<file path="src/rtl/vxe_txn_defs_pkg.sv">
// Shared encoded-transaction vector widths and field positions for the VxEngine
// memory port; also used by the codec modules.
package vxe_txn_defs;

    localparam int unsigned REQ_TXN_W = 44;
    localparam int unsigned REQ_DAT_W = 72;
    localparam int unsigned RES_TXN_W = 9;
    localparam int unsigned RES_DAT_W = 64;

    // Request txn vector: {txnid, rnw, addr}
    localparam int unsigned TXNID_HI      = 43;
    localparam int unsigned TXNID_LO      = 38;
    localparam int unsigned TXNID_CLI_BIT = 43;
    localparam int unsigned RNW_BIT       = 37;
    localparam int unsigned ADDR_HI       = 36;
    localparam int unsigned ADDR_LO       = 0;

    // Request data vector: {data, ben}
    localparam int unsigned DATA_HI = 71;
    localparam int unsigned DATA_LO = 8;
    localparam int unsigned BEN_HI  = 7;
    localparam int unsigned BEN_LO  = 0;

    // Response txn vector: {txnid, rnw, err}
    localparam int unsigned RES_TXNID_HI = 8;
    localparam int unsigned RES_TXNID_LO = 3;
    localparam int unsigned RES_CLI_BIT  = 8;
    localparam int unsigned RES_RNW_BIT  = 2;
    localparam int unsigned ERR_HI       = 1;
    localparam int unsigned ERR_LO       = 0;

    typedef enum logic {
        CLI_C0 = 1'b0,
        CLI_C1 = 1'b1
    } cli_e;

    function automatic logic [REQ_TXN_W-1:0] tag_txn(input logic [REQ_TXN_W-1:0] txn,
                                                     input cli_e cli);
        logic [REQ_TXN_W-1:0] r;
        r = txn;
        r[TXNID_CLI_BIT] = cli;
        return r;
    endfunction

endpackage

</file>
<file path="src/rtl/vxe_txnarb_rr.sv">
// Two-way round-robin picker: one-hot grant among eligible clients, favouring
// the client not granted last; pointer moves to the winner on advance.
module vxe_txnarb_rr
    import vxe_txn_defs::*;
(
    input  logic       clk,
    input  logic       rst,
    input  logic [1:0] eligible,
    input  logic       advance,
    output logic [1:0] grant,
    output cli_e       ptr
);

    always_comb begin
        grant = '0;
        case (eligible)
            2'b01:   grant = 2'b01;
            2'b10:   grant = 2'b10;
            2'b11:   grant = (ptr == CLI_C1) ? 2'b01 : 2'b10;
            default: grant = '0;
        endcase
    end

    always_ff @(posedge clk or posedge rst) begin
        if (rst) begin
            ptr <= CLI_C1;
        end else if (advance && (grant != '0)) begin
            ptr <= grant[1] ? CLI_C1 : CLI_C0;
        end
    end

endmodule

</file>
<file path="src/rtl/vxe_txn_arbiter.sv">
// Two-client round-robin arbiter onto one registered master port; responses are
// routed back combinationally by txnid[5]. Option: VXE_TXNARB_OSTD_LIMIT_EN.
module vxe_txn_arbiter
    import vxe_txn_defs::*;
#(
    parameter int unsigned OSTD_MAX = 8
) (
    input  logic                 clk,
    input  logic                 rst,

    input  logic [REQ_TXN_W-1:0] i_c0_req_vec_txn,
    input  logic [REQ_DAT_W-1:0] i_c0_req_vec_dat,
    input  logic                 i_c0_req_vld,
    output logic                 o_c0_req_rdy,
    input  logic [REQ_TXN_W-1:0] i_c1_req_vec_txn,
    input  logic [REQ_DAT_W-1:0] i_c1_req_vec_dat,
    input  logic                 i_c1_req_vld,
    output logic                 o_c1_req_rdy,

    output logic [RES_TXN_W-1:0] o_c0_res_vec_txn,
    output logic [RES_DAT_W-1:0] o_c0_res_vec_dat,
    output logic                 o_c0_res_vld,
    input  logic                 i_c0_res_rdy,
    output logic [RES_TXN_W-1:0] o_c1_res_vec_txn,
    output logic [RES_DAT_W-1:0] o_c1_res_vec_dat,
    output logic                 o_c1_res_vld,
    input  logic                 i_c1_res_rdy,

    output logic [REQ_TXN_W-1:0] o_m_req_vec_txn,
    output logic [REQ_DAT_W-1:0] o_m_req_vec_dat,
    output logic                 o_m_req_vld,
    input  logic                 i_m_req_rdy,
    input  logic [RES_TXN_W-1:0] i_m_res_vec_txn,
    input  logic [RES_DAT_W-1:0] i_m_res_vec_dat,
    input  logic                 i_m_res_vld,
    output logic                 o_m_res_rdy
);

    if (OSTD_MAX == 0) begin : g_bad_cfg
        $error("vxe_txn_arbiter: OSTD_MAX must be at least 1");
    end

    logic [1:0] req_vld;
    logic [1:0] eligible;
    logic [1:0] grant;
    logic [1:0] req_rdy;
    logic [1:0] res_hs;
    logic       loadable;
    logic       accept;
    cli_e       ptr;
    cli_e       winner;

    assign req_vld  = {i_c1_req_vld, i_c0_req_vld};
    assign loadable = !o_m_req_vld || i_m_req_rdy;
    assign req_rdy  = grant & {2{loadable}};
    assign accept   = (req_rdy != '0);
    assign winner   = grant[1] ? CLI_C1 : CLI_C0;

    assign o_c0_req_rdy = req_rdy[0];
    assign o_c1_req_rdy = req_rdy[1];

    vxe_txnarb_rr u_rr (
        .clk      (clk),
        .rst      (rst),
        .eligible (eligible),
        .advance  (loadable),
        .grant    (grant),
        .ptr      (ptr)
    );

    always_ff @(posedge clk or posedge rst) begin
        if (rst) begin
            o_m_req_vld     <= 1'b0;
            o_m_req_vec_txn <= '0;
            o_m_req_vec_dat <= '0;
        end else if (loadable) begin
            o_m_req_vld <= accept;
            if (accept) begin
                o_m_req_vec_txn <= (winner == CLI_C1) ? tag_txn(i_c1_req_vec_txn, CLI_C1)
                                                      : tag_txn(i_c0_req_vec_txn, CLI_C0);
                o_m_req_vec_dat <= (winner == CLI_C1) ? i_c1_req_vec_dat : i_c0_req_vec_dat;
            end
        end
    end

    logic res_sel;
    assign res_sel = i_m_res_vec_txn[RES_CLI_BIT];

    assign o_c0_res_vec_txn = i_m_res_vec_txn;
    assign o_c1_res_vec_txn = i_m_res_vec_txn;
    assign o_c0_res_vec_dat = i_m_res_vec_dat;
    assign o_c1_res_vec_dat = i_m_res_vec_dat;
    assign o_c0_res_vld     = i_m_res_vld && !res_sel;
    assign o_c1_res_vld     = i_m_res_vld &&  res_sel;
    assign o_m_res_rdy      = res_sel ? i_c1_res_rdy : i_c0_res_rdy;
    assign res_hs           = {o_c1_res_vld && i_c1_res_rdy, o_c0_res_vld && i_c0_res_rdy};

`ifdef VXE_TXNARB_OSTD_LIMIT_EN
    localparam int unsigned CNT_W = $clog2(OSTD_MAX + 1);
    localparam logic [CNT_W-1:0] CNT_MAX = CNT_W'(OSTD_MAX);

    logic [CNT_W-1:0] ostd_cnt [2];

    always_comb begin
        eligible = '0;
        for (int unsigned i = 0; i < 2; i++) begin
            eligible[i] = req_vld[i] && (ostd_cnt[i] != CNT_MAX);
        end
    end

    // Decrement saturates at zero so responses outliving a reset are harmless.
    always_ff @(posedge clk or posedge rst) begin
        if (rst) begin
            for (int unsigned i = 0; i < 2; i++) begin
                ostd_cnt[i] <= '0;
            end
        end else begin
            for (int unsigned i = 0; i < 2; i++) begin
                if (req_rdy[i] && !res_hs[i]) begin
                    ostd_cnt[i] <= ostd_cnt[i] + 1'b1;
                end else if (res_hs[i] && !req_rdy[i] && (ostd_cnt[i] != '0)) begin
                    ostd_cnt[i] <= ostd_cnt[i] - 1'b1;
                end
            end
        end
    end
`else
    logic unused_res_hs;
    assign unused_res_hs = ^res_hs;
    assign eligible      = req_vld;
`endif

endmodule

</file>
<file path="config.mk">
export PLATFORM = sky130hd
export DESIGN_NAME = vxe_txn_arbiter
export DESIGN_NICKNAME = d
export VERILOG_FILES = /design/src/rtl/vxe_txn_defs_pkg.sv /design/src/rtl/vxe_txnarb_rr.sv /design/src/rtl/vxe_txn_arbiter.sv
export SDC_FILE = /design/constraint.sdc
export NUM_CORES = 1
export LEC_CHECK = 0
export BUFFER_PORTS_ARGS = -buffer_cell sky130_fd_sc_hd__buf_2
export CORE_AREA = 2 2 225 227
export CTS_CLUSTER_DIAMETER = 80
export DETAILED_ROUTE_END_ITERATION = 6
export DIE_AREA = 0 0 227 229
export PLACE_DENSITY_LB_ADDON = 0.25
export SYNTH_ARGS = -nofsm -noshare
export SYNTH_HDL_FRONTEND = slang
export SYNTH_SLANG_ARGS = --single-unit
</file>
<file path="constraint.sdc">
create_clock -name clk -period 4.6 [get_ports clk]
set_input_delay 0.46 -clock clk [delete_from_list [all_inputs] [get_ports clk]]
set_output_delay 0.46 -clock clk [all_outputs]
set_load 0.02 [all_outputs]
</file>
==> flow_summary.json <==
{
  "fill_cells": 5746,
  "detailedRoute.firstPassIterationCount": 4,
  "clock_skew_ps": 14.2,
  "cts_tree": "built",
  "h-tree-depth": 4,
  "synth_seq_area_share_pct": 41.8,
  "cts_setup_buffers": 0,
  "coreArea_um2": 49700,
  "ff2ff_path_depth": 4,
  "p_leak_nw": 4.02,
  "max_freq_mhz": 408,
  "route.detailed.drc": 0,
  "critPathMaxStageDelay_ps": 420,
  "cp_cell_sequence": "nand2b_4, buf_12, and2_1, buf_2",
  "synth_edf_count": 0,
  "period_needed_ps": 2450,
  "grt_setup_unrepaired": "no",
  "grtUsageTotal_pct": 10.3,
  "clk_latency_ps": 470,
  "sequentialPowerShare_pct": 34.5,
  "clockRootBuffer": "clkbuf_16",
  "path_clk_slew_ps": 60,
  "cp-start-kind": "flip-flop",
  "power_density_nw_per_um2": 419,
  "crit_buf_inv": 2,
  "outcome": "finished, final reports clean",
  "worst_ep_required_time_ps": 4140,
  "dp_hpwl_mm": 18.2,
  "placed_area_um2": 8440,
  "min_period_over_period_pct": 53.2,
  "max_slew_margin_pct": 26.1,
  "io_buffers": 362,
  "yosys_warnings": 0,
  "worst_pin_slew_ps": 1110,
  "reg2reg_to": "o_m_req_vec_dat[14]",
  "rows": 82,
  "ant_nets": 0,
  "vias_per_cell": 3.81,
  "globalplace.congestion": 0.695,
  "path_delay_family": "simple AND/OR/NAND/NOR gates",
  "synth_nets": 1121,
  "synthArstFlopShare_pct": 100,
  "cts_hold_buf": 0,
  "path_class": "flip-flop to primary output",
  "die_x_um": 227,
  "grt_pass1_wl_mm": 39.5,
  "power_switching_mw": 1.33,
  "num_vias": 6362,
  "setup_viol": 0,
  "syn_inst": 808,
  "post_drt_wl_per_cell_um": 16.1,
  "layout-drive-gt1-share_pct": 46.0,
  "design_area_um2": 9040,
  "syn_area_per_cell_um2": 8.74,
  "p_int_mw": 2.46,
  "worstHoldPathType": "input pin to asynchronous set/reset pin",
  "grt_max_degree": 116,
  "clock_sinks": 118,
  "swShare_pct": 35.1,
  "synth-main-ff-cell": "dfrtp_1",
  "max-vdd-ir-drop_mv": 0.222,
  "grt_pass1_vias": 6470,
  "ys_types": 22,
  "syn_area_um2": 7060,
  "ys_seq_elements": 118,
  "hold_violations": 0,
  "cts_buffers": 17,
  "die-area_um2": 52000,
  "cap_violations": 0,
  "wl_mm": 26.9,
  "areaGrowthSynthToFinish_pct": 28.1,
  "grt_overflow": 0,
  "regToRegSetupSlack_ps": 2390,
  "drt-initial-drc-count": 238,
  "final_nets": 1300,
  "rr_startpoint": "o_m_req_vld",
  "p_comb_share_pct": 27.6,
  "cpMaxStageDelayCell": "dfrtp_1",
  "fp.dieH_um": 229,
  "power_mw": 3.79,
  "synth_common_cells": "nand2_1, buf_4, a21oi_1, dfrtp_1, a31oi_1",
  "critPathCaptureType": "primary output",
  "finalHoldWorstSlack_ps": 54.6,
  "initial_core_util_pct": 14.2,
  "synth_most_common_cell": "nand2_1",
  "path_max_fanout": 46,
  "clkPwrFrac_pct": 37.9,
  "diodes": 0,
  "ios": 581,
  "finish.utilization_pct": 18.2,
  "synthTopCellsByArea": "dfrtp_1, buf_4, nand2_1",
  "arrival_ps": 1990,
  "drv_slew": 0,
  "synth_area_leader_cell": "dfrtp_1",
  "antenna_found_initial": 1,
  "synth_top_area_share_pct": 41.5,
  "clk_path_buf_depth": 2,
  "fin_tns_setup_ps": 0,
  "ctsResizeCount": 0
}
-- layer usage --
metal / routed length (um) / track usage [%]
met3: 2610 / 4.23
met1: 10700 / 11.4
met2: 12500 / 16.5
met4: 1010 / 5.68
met5: 14 / 0.0949
-- area by class of cell --
class | instances | area [um^2] | area share (%)
Multi-Input combinational cell | 476 | 2690 | 29.8
Sequential cell | 118 | 2950 | 32.7
Tap cell | 672 | 841 | 9.30
Inverter | 2 | 12.5 | 0.138
Clock buffer | 20 | 457 | 5.05
Clock inverter | 11 | 150 | 1.66
Timing Repair Buffer | 372 | 1940 | 21.4
-- flip-flops by register name (all words and copies together), names as in the netlist --
register / count
o_m_req_vec_dat: 72
o_m_req_vld: 1
u_rr.ptr: 1
o_m_req_vec_txn: 44
-- power groups by stage --
stage          clock network, mW  logic (mW)  registers [mW]
4_1_cts                     1.51        1.07            1.31
3_5_place_dp                   0        1.07            1.32
6_report                    1.44        1.05            1.31
3_3_place_gp                   0        1.07            1.32
2_1_floorplan                  0       0.612            1.53
5_1_grt                     1.55        1.15            1.33
-- cell usage in the layout (no fill, tap or decap), types with 2 or more instances in the layout --
| cell | Yosys | routed |
|---|---|---|
| buf_2 | 13 | 362 |
| a21oi_1 | 117 | 117 |
| clkinvlp_4 | 0 | 5 |
| clkbuf_16 | 0 | 17 |
| inv_6 | 0 | 2 |
| and2_1 | 3 | 2 |
| buf_4 | 148 | 6 |
| bufinv_16 | 0 | 3 |
| dfrtp_1 | 117 | 117 |
| nand2_1 | 232 | 232 |
| a31oi_1 | 66 | 66 |
| a31oi_4 | 10 | 10 |
| a31oi_2 | 40 | 40 |
| buf_12 | 1 | 4 |
| clkbuf_8 | 0 | 2 |
-- worst reg2reg max path: stages (launching register included) --
cell	delay, ps
dfrtp_1	420
nand2b_4	380
and2_4	260
buf_12	330
a31oi_1	650
-- how the worst max path moves through the flow --
stage	from	to	slack, ps	cells after the start
6_report	o_m_req_vld	o_c1_req_rdy	2150	4
5_1_grt	o_m_req_vld	o_c1_req_rdy	2050	4
4_1_cts	o_m_req_vld	o_c1_req_rdy	2100	4
3_3_place_gp	i_c0_req_vld	o_m_req_vec_txn[9]	2380	5
3_5_place_dp	i_c0_req_vld	o_m_req_vec_dat[22]	2360	5
2_1_floorplan	rst	o_m_req_vec_dat[0]	1010	1
-- through the flow --
stage / setup slack, ps / cells
final: 2150 / 1671
after CTS: 2100 / 1671
after global routing: 2050 / 1671
after global placement: 2380 / 1640
after floorplan: 1010 / 808
after detailed placement: 2360 / 1640
-- cell families (layout without fill, tap and decap cells) --
kind of cell | Yosys count | after routing | synth area share, %
AND/OR/NAND/NOR | 239 | 239 | 13.0
AO/OA/AOI/OAI | 236 | 236 | 24.6
buffers and inverters | 214 | 405 | 20.5
flip-flops | 118 | 118 | 41.8
multiplexers | 1 | 1 | 0.159
Power figures use the tool's default switching activity.
